$ cat src/rtl/mem_arb_pkg.sv
// ============================================================================
// Module      : mem_arb_pkg
// Description : Shared owner encoding and constants for the memory port arbiter.
// Revision    : 1.0 - initial release
// ============================================================================
`default_nettype none

package mem_arb_pkg;

    typedef enum logic [1:0] {
        OWN_NONE = 2'd0,
        OWN_IF   = 2'd1,
        OWN_D    = 2'd2
    } owner_t;

    localparam int         STARVE_MAX_DEFAULT = 4;
    localparam int         WORD_OFF_W         = 2;
    localparam logic [1:0] WORD_OFF_ZERO      = 2'b00;

endpackage

`default_nettype wire

$ cat src/rtl/mem_port_arbiter_if.sv
// ============================================================================
// Module      : mem_port_arbiter_if
// Description : Fetch, data and RAM-side signals of the memory port arbiter.
// Revision    : 1.0 - initial release
// ============================================================================
`default_nettype none

interface mem_port_arbiter_if #(
    parameter int AW = 32
);
    logic          if_req_valid;
    logic          if_req_ready;
    logic [AW-1:0] if_req_addr;
    logic          if_flush;
    logic          if_rsp_valid;
    logic [31:0]   if_rsp_data;
    logic          if_rsp_err;

    logic          d_req_valid;
    logic          d_req_ready;
    logic [AW-1:0] d_req_addr;
    logic          d_req_we;
    logic [3:0]    d_req_be;
    logic [31:0]   d_req_wdata;
    logic          d_rsp_valid;
    logic [31:0]   d_rsp_data;

    logic          mem_en;
    logic [3:0]    mem_we;
    logic [AW-1:0] mem_addr;
    logic [31:0]   mem_wdata;
    logic [31:0]   mem_rdata;

    modport slave (
        input  if_req_valid, if_req_addr, if_flush,
        input  d_req_valid, d_req_addr, d_req_we, d_req_be, d_req_wdata,
        input  mem_rdata,
        output if_req_ready, if_rsp_valid, if_rsp_data, if_rsp_err,
        output d_req_ready, d_rsp_valid, d_rsp_data,
        output mem_en, mem_we, mem_addr, mem_wdata
    );

    modport master (
        output if_req_valid, if_req_addr, if_flush,
        output d_req_valid, d_req_addr, d_req_we, d_req_be, d_req_wdata,
        output mem_rdata,
        input  if_req_ready, if_rsp_valid, if_rsp_data, if_rsp_err,
        input  d_req_ready, d_rsp_valid, d_rsp_data,
        input  mem_en, mem_we, mem_addr, mem_wdata
    );
endinterface

`default_nettype wire

$ cat src/rtl/mem_arb_starve_ctr.sv
// ============================================================================
// Module      : mem_arb_starve_ctr
// Description : Counts consecutive cycles a pending fetch loses to data.
// Revision    : 1.0 - initial release
// ============================================================================
`default_nettype none

module mem_arb_starve_ctr #(
    parameter int STARVE_MAX = 4
) (
    input  wire logic clk,
    input  wire logic reset_n,
    input  wire logic i_if_valid,
    input  wire logic i_if_grant,
    input  wire logic i_d_grant,
    output logic      o_starved
);
    localparam int CW = $clog2(STARVE_MAX + 1);
    localparam logic [CW-1:0] c_max = CW'(STARVE_MAX);

    logic [CW-1:0] r_cnt;
    logic [CW-1:0] w_cnt_next;

    always_comb begin
        w_cnt_next = r_cnt;
        if (!i_if_valid || i_if_grant) begin
            w_cnt_next = '0;
        end else if (i_d_grant && (r_cnt != c_max)) begin
            w_cnt_next = r_cnt + CW'(1);
        end
    end

    always_ff @(posedge clk) begin
        if (!reset_n) begin
            r_cnt <= '0;
        end else begin
            r_cnt <= w_cnt_next;
        end
    end

    assign o_starved = (r_cnt == c_max);

endmodule

`default_nettype wire

$ cat src/rtl/mem_port_arbiter.sv
// ============================================================================
// Module      : mem_port_arbiter
// Description : Shares one single-port RAM between a fetch and a data port.
// Revision    : 1.0 - initial release
// ============================================================================
`default_nettype none

module mem_port_arbiter
    import mem_arb_pkg::*;
#(
    parameter int STARVE_MAX = STARVE_MAX_DEFAULT,
    parameter int AW         = 32
) (
    input  wire logic          clk,
    input  wire logic          reset_n,
    mem_port_arbiter_if.slave  bus
);
    owner_t r_owner, w_owner_next;
    logic   r_err, w_err_next;
    logic   r_store, w_store_next;
    logic   r_if_flush, w_if_flush_next;

    logic w_starved;
    logic w_grant_if;
    logic w_grant_d;
    logic w_if_misal;
    logic w_if_rsp_valid;
    logic w_d_rsp_valid;
    logic w_unused_addr_bits;

    assign w_unused_addr_bits = &{1'b0, bus.d_req_addr[WORD_OFF_W-1:0]};

    mem_arb_starve_ctr #(
        .STARVE_MAX (STARVE_MAX)
    ) u_starve_ctr (
        .clk        (clk),
        .reset_n    (reset_n),
        .i_if_valid (bus.if_req_valid),
        .i_if_grant (w_grant_if),
        .i_d_grant  (w_grant_d),
        .o_starved  (w_starved)
    );

    // Data wins by default; a fetch that has lost STARVE_MAX times in a row wins.
    assign w_grant_if = reset_n && bus.if_req_valid && (!bus.d_req_valid || w_starved);
    assign w_grant_d  = reset_n && bus.d_req_valid && !w_grant_if;
    assign w_if_misal = (bus.if_req_addr[WORD_OFF_W-1:0] != WORD_OFF_ZERO);

    assign bus.if_req_ready = w_grant_if;
    assign bus.d_req_ready  = w_grant_d;

    always_comb begin
        bus.mem_en      = 1'b0;
        bus.mem_we      = 4'b0000;
        bus.mem_addr    = '0;
        bus.mem_wdata   = 32'h0;
        w_owner_next    = OWN_NONE;
        w_err_next      = 1'b0;
        w_store_next    = 1'b0;
        w_if_flush_next = 1'b0;
        if (w_grant_if) begin
            w_owner_next    = OWN_IF;
            w_err_next      = w_if_misal;
            w_if_flush_next = bus.if_flush;
            if (!w_if_misal) begin
                bus.mem_en   = 1'b1;
                bus.mem_addr = {bus.if_req_addr[AW-1:WORD_OFF_W], WORD_OFF_ZERO};
            end
        end else if (w_grant_d) begin
            w_owner_next  = OWN_D;
            w_store_next  = bus.d_req_we;
            bus.mem_en    = 1'b1;
            bus.mem_addr  = {bus.d_req_addr[AW-1:WORD_OFF_W], WORD_OFF_ZERO};
            bus.mem_we    = bus.d_req_we ? bus.d_req_be : 4'b0000;
            bus.mem_wdata = bus.d_req_wdata;
        end
    end

    always_ff @(posedge clk) begin
        if (!reset_n) begin
            r_owner    <= OWN_NONE;
            r_err      <= 1'b0;
            r_store    <= 1'b0;
            r_if_flush <= 1'b0;
        end else begin
            r_owner    <= w_owner_next;
            r_err      <= w_err_next;
            r_store    <= w_store_next;
            r_if_flush <= w_if_flush_next;
        end
    end

    // A flush seen at accept or during the response cycle kills the fetch response.
    assign w_if_rsp_valid = reset_n && (r_owner == OWN_IF) && !r_if_flush && !bus.if_flush;
    assign w_d_rsp_valid  = reset_n && (r_owner == OWN_D);

    assign bus.if_rsp_valid = w_if_rsp_valid;
    assign bus.if_rsp_err   = w_if_rsp_valid && r_err;
    assign bus.if_rsp_data  = (w_if_rsp_valid && !r_err) ? bus.mem_rdata : 32'h0;
    assign bus.d_rsp_valid  = w_d_rsp_valid;
    assign bus.d_rsp_data   = (w_d_rsp_valid && !r_store) ? bus.mem_rdata : 32'h0;

endmodule

`default_nettype wire

$ cat src/flat_wrapper.sv
// flat-port wrapper written by rule: the top's interface ports become plain ports
module mem_port_arbiter_flat import mem_arb_pkg::*;
#(
    parameter int STARVE_MAX = STARVE_MAX_DEFAULT,
    parameter int AW         = 32
)
  (clk, reset_n, bus_if_req_valid, bus_if_req_addr, bus_if_flush, bus_d_req_valid, bus_d_req_addr, bus_d_req_we, bus_d_req_be, bus_d_req_wdata, bus_mem_rdata, bus_if_req_ready, bus_if_rsp_valid, bus_if_rsp_data, bus_if_rsp_err, bus_d_req_ready, bus_d_rsp_valid, bus_d_rsp_data, bus_mem_en, bus_mem_we, bus_mem_addr, bus_mem_wdata);
  mem_port_arbiter_if #(.AW(AW)) bus_i ();
  input  wire logic clk;
  input  wire logic reset_n;
  input wire logic [$bits(bus_i.if_req_valid)-1:0] bus_if_req_valid;
  input wire logic [$bits(bus_i.if_req_addr)-1:0] bus_if_req_addr;
  input wire logic [$bits(bus_i.if_flush)-1:0] bus_if_flush;
  input wire logic [$bits(bus_i.d_req_valid)-1:0] bus_d_req_valid;
  input wire logic [$bits(bus_i.d_req_addr)-1:0] bus_d_req_addr;
  input wire logic [$bits(bus_i.d_req_we)-1:0] bus_d_req_we;
  input wire logic [$bits(bus_i.d_req_be)-1:0] bus_d_req_be;
  input wire logic [$bits(bus_i.d_req_wdata)-1:0] bus_d_req_wdata;
  input wire logic [$bits(bus_i.mem_rdata)-1:0] bus_mem_rdata;
  output wire logic [$bits(bus_i.if_req_ready)-1:0] bus_if_req_ready;
  output wire logic [$bits(bus_i.if_rsp_valid)-1:0] bus_if_rsp_valid;
  output wire logic [$bits(bus_i.if_rsp_data)-1:0] bus_if_rsp_data;
  output wire logic [$bits(bus_i.if_rsp_err)-1:0] bus_if_rsp_err;
  output wire logic [$bits(bus_i.d_req_ready)-1:0] bus_d_req_ready;
  output wire logic [$bits(bus_i.d_rsp_valid)-1:0] bus_d_rsp_valid;
  output wire logic [$bits(bus_i.d_rsp_data)-1:0] bus_d_rsp_data;
  output wire logic [$bits(bus_i.mem_en)-1:0] bus_mem_en;
  output wire logic [$bits(bus_i.mem_we)-1:0] bus_mem_we;
  output wire logic [$bits(bus_i.mem_addr)-1:0] bus_mem_addr;
  output wire logic [$bits(bus_i.mem_wdata)-1:0] bus_mem_wdata;
  assign bus_i.if_req_valid = bus_if_req_valid;
  assign bus_i.if_req_addr = bus_if_req_addr;
  assign bus_i.if_flush = bus_if_flush;
  assign bus_i.d_req_valid = bus_d_req_valid;
  assign bus_i.d_req_addr = bus_d_req_addr;
  assign bus_i.d_req_we = bus_d_req_we;
  assign bus_i.d_req_be = bus_d_req_be;
  assign bus_i.d_req_wdata = bus_d_req_wdata;
  assign bus_i.mem_rdata = bus_mem_rdata;
  assign bus_if_req_ready = bus_i.if_req_ready;
  assign bus_if_rsp_valid = bus_i.if_rsp_valid;
  assign bus_if_rsp_data = bus_i.if_rsp_data;
  assign bus_if_rsp_err = bus_i.if_rsp_err;
  assign bus_d_req_ready = bus_i.d_req_ready;
  assign bus_d_rsp_valid = bus_i.d_rsp_valid;
  assign bus_d_rsp_data = bus_i.d_rsp_data;
  assign bus_mem_en = bus_i.mem_en;
  assign bus_mem_we = bus_i.mem_we;
  assign bus_mem_addr = bus_i.mem_addr;
  assign bus_mem_wdata = bus_i.mem_wdata;
  mem_port_arbiter #(.STARVE_MAX(STARVE_MAX), .AW(AW)) u_core (.clk(clk), .reset_n(reset_n), .bus(bus_i));
endmodule
$ cat config.mk
export PLATFORM = sky130hd
export DESIGN_NAME = mem_port_arbiter_flat
export DESIGN_NICKNAME = d
export VERILOG_FILES = /design/src/rtl/mem_arb_pkg.sv /design/src/rtl/mem_port_arbiter_if.sv /design/src/rtl/mem_arb_starve_ctr.sv /design/src/rtl/mem_port_arbiter.sv /design/src/flat_wrapper.sv
export SDC_FILE = /design/constraint.sdc
export NUM_CORES = 1
export LEC_CHECK = 0
export CORE_AREA = 2 2 107 109
export CTS_BUF_LIST = sky130_fd_sc_hd__clkbuf_8
export DETAILED_ROUTE_END_ITERATION = 6
export DIE_AREA = 0 0 109 111
export GPL_ROUTABILITY_DRIVEN = 1
export GPL_TIMING_DRIVEN = 1
export SYNTH_ARGS = -nofsm -noshare
export SYNTH_HDL_FRONTEND = slang
export SYNTH_SLANG_ARGS = --single-unit
$ cat constraint.sdc
create_clock -name clk -period 2.07 [get_ports clk]
set_input_delay 0.414 -clock clk [delete_from_list [all_inputs] [get_ports clk]]
set_output_delay 0.414 -clock clk [all_outputs]
set_load 0.02 [all_outputs]
==> summary.txt, run 1 <==
Clock tree
  • Clock Sinks: 8
  • Clk Latency, worst-skew pair: 220 ps
  • TritonCTS Buffers: 3
  • CTS clk-pin slew, worst paths: 40 ps
  • CTS tree: done
  • Root buffer cell: clkbuf_8
  • CTS Buffer Depth: 2
  • H-tree levels: 1

Logic synthesis
  • Top_reg_cell synth: dfxtp_1
  • Post-synth EDFFs: 0
  • Avg Cell Area, Syn: 7.527 µm²
  • Syn. warnings: 0
  • Post-Syn Instances: roughly 190
  • Share of the synthesized area in the top cell type: 0.4400
  • Top cells by area, synth: and2_1, a22o_2, dfxtp_1
  • Seq/Total Area, Yosys: 0.1138
  • Unique masters post-synth: 25
  • Seq cells post-synth: 8
  • Synthesized cell area: 0.001408 mm²
  • Largest area contributor in the netlist: and2_1
  • Ys async rst share: 0

Floorplanning
  • Row count: 39
  • I/O Pins: 276
  • Die W: 109 µm
  • Core Box Area: approximately 0.011 mm²
  • Total Die Area: 0.01210 mm²
  • Initial Util: 0.1271
  • Chip height: 111 µm

STA
  • Final setup fails: 25
  • Slew Viols, Final: 0
  • Period minus WS final: 2185 ps
  • Clock Skews: 1.484 ps
  • Setup ws final: -114.8 ps
  • Highest clock rate: 457.7 MHz
  • Final Hold Viols: 0
  • Fin crit share: 1.055
  • RSZ-0062 raised after global routing: true
  • Setup TNS: -770.5 ps

GRT
  • Grt total ovfl: 0
  • Initial antenna violation count: 0
  • First-pass GRT wire length: 13480 µm
  • GRT Total Usage: 0.1412
  • Pin count of the biggest net entering global routing: 33
  • Vias in the first global route: roughly 2500

Placed design
  • Placed insts: 601
  • Setup WS pre-CTS: -733.5 ps
  • Final GP Congestion: 0.7989
  • HPWL after detailed placement: 6936 µm
  • Port Buf Inserts: 271

Pwr
  • Leak Pwr: around 2.3 nW
  • VDD IR-drop max: 0.1410 mV
  • P per Cell Area: 225.2 mW/mm²

Outcome
  • Violated checks: negative setup slack
  • Status: finished, violations left

Final layout
  • Net count, final: between 600 and 700
  • Post-layout util: 0.4430
  • Share of cells above drive strength 1: 0.4928
  • Inserted Diodes: 0
  • Post-Layout Cell Count: 632
  • P&R area growth vs syn: 248.6%
  • # fillers: 1100

Worst setup path
  • CP delay by family, top: buffers and inverters
  • Worst Path Arrival: around 1800 ps
  • Worst Path Max Fanout: 7
  • Crit-path cells: inv_2 -> ha_4 -> a21boi_4 -> nor4_4 -> bufbuf_16 -> buf_4 -> a22o_2 -> buf_6
  • Worst path required time: 1660 ps
  • Worst setup path start: u_core.u_starve_ctr.r_cnt[1]$_SDFFE_PP0P_
  • CP max stage cell: dfxtp_2
  • Critical path's largest stage delay: ~330 ps
  • Worst setup path category: reg2out
  • Setup crit start kind: register
  • Critical R2R Launch: u_core.u_starve_ctr.r_cnt[0]$_SDFFE_PP0P_
  • CP bufs+invs: 4
  • Critical Path Sink Type: output port

Drt
  • Total wire length: about 9500 µm
  • DR iter-0 viols: just over 60
  • Final ANT Viol Nets: 0
  • Vias per cell: 4.005
  • First-pass iteration count of the detailed router: 3
  • Avg WL per Cell: 15.11 µm
  • Post-route DRC: 0
  • Vias post-DR: 2531

Run
  • Max-cap violations: 0

Worst hold path
  • Hold crit path type: reg2reg
  • Hold_sp: u_core.u_starve_ctr.r_cnt[0]$_SDFFE_PP0P_
## registers in the layout (all words and copies together) (netlist names)
signal                     cells
u_core.r_err                   1
u_core.r_if_flush              1
u_core.r_owner                 2
u_core.r_store                 1
u_core.u_starve_ctr.r_cnt      3
## cells in the final DEF (no fill, tap or decap), types with 3 or more instances in the layout
cell and n:
and2_1 60, buf_6 76, buf_12 5, a22o_4 7, and2_4 39, a22o_2 23
clkdlybuf4s50_1 129, clkbuf_8 3, dfxtp_1 5, clkbuf_2 6, buf_16 3, dfxtp_2 3
nor2_1 6, buf_4 33, clkdlybuf4s15_1 14, dlygate4sd2_1 20, buf_2 24, and3_4 3
## synth_stat cells (2+ instances only)
| cell | instances |
|---|---|
| nor3_1 | 2 |
| and2_1 | 99 |
| dfxtp_1 | 8 |
| inv_1 | 3 |
| clkbuf_1 | 11 |
| nor2_1 | 6 |
| buf_4 | 3 |
| ha_1 | 2 |
| and3_1 | 4 |
| a22o_2 | 30 |
| nand2_1 | 3 |
| buf_6 | 3 |
## tightest hold or removal path, stage by stage, from the launching register on
cell	delay, ps
dfxtp_2	320
buf_4	100
nor2_1	30
## worst paths after layout
check,to,slack [ps],cells after the start
worst min register to register,u_core.u_starve_ctr.r_cnt[0]$_SDFFE_PP0P_,500,2
worst max register to register,u_core.r_store$_SDFF_PP0_,660,8
worst min-delay path,u_core.u_starve_ctr.r_cnt[0]$_SDFFE_PP0P_,500,2
worst max-delay path,bus_mem_addr[11],-110,8
## metrics by stage
stage / hold WS, ps / total power, W / instance area, µm²
after floorplan: 417.3 / 0.0003862 / 1411
after CTS: 497.4 / 0.001051 / 4597
final: 500.7 / 0.001105 / 4907
after global placement: 492.5 / 0.0008417 / 4404
after detailed placement: 505.7 / 0.0008471 / 4404
after global routing: 515.5 / 0.001171 / 4907
## power by group
group	total (W)	internal [W]	switching (W)
clock	0.000183	0.000126	0.0000570
combinational	0.000759	0.000475	0.000284
sequential	0.000164	0.000160	0.00000356
## what timing repair did
action                                  4_1_cts  5_1_grt
resized for setup                           564      130
gates cloned                                  7        4
buffers inserted                             15        6
hold buffers                                  0        0
endpoints found under the setup margin      136      118
pin swaps                                     6       23
## per-layer routing
| metal | global-route usage | up-vias | share of wire |
|---|---|---|---|
| met5 | 0 | - | 0 |
| li1 | - | 1237 | - |
| met2 | 0.2816 | 149 | 0.54 |
| met3 | 0.03821 | 4 | 0.10 |
| met1 | 0.1429 | 1141 | 0.35 |
| met4 | 0.02393 | 0 | 0.0065 |
## cell type report
type | count | area (µm²) | area share
Clock buffer | 3 | 41.29 | 0.008414
Sequential cell | 8 | 163.9 | 0.03340
Multi-Input combinational cell | 159 | 1344 | 0.2738
Timing Repair Buffer | 316 | 3168 | 0.6456
Inverter | 3 | 11.26 | 0.002295
Tap cell | 143 | 178.9 | 0.03646
## logic make-up after synthesis
group | synth area share
fa+ha+maj | 0.01777
simple gates | 0.5316
mux | 0.007111
other cells | 0.002664
flops | 0.1138
compound gates | 0.2462
buf+inv | 0.08088
Power figures use the tool's default switching activity.
==> inputs of run 2 (changes only) <==
HOLD_SLACK_MARGIN = 0.08   (was unset)
==> results of run 2 <==
The final DEF is identical to that of run 1; final timing and power are the same.
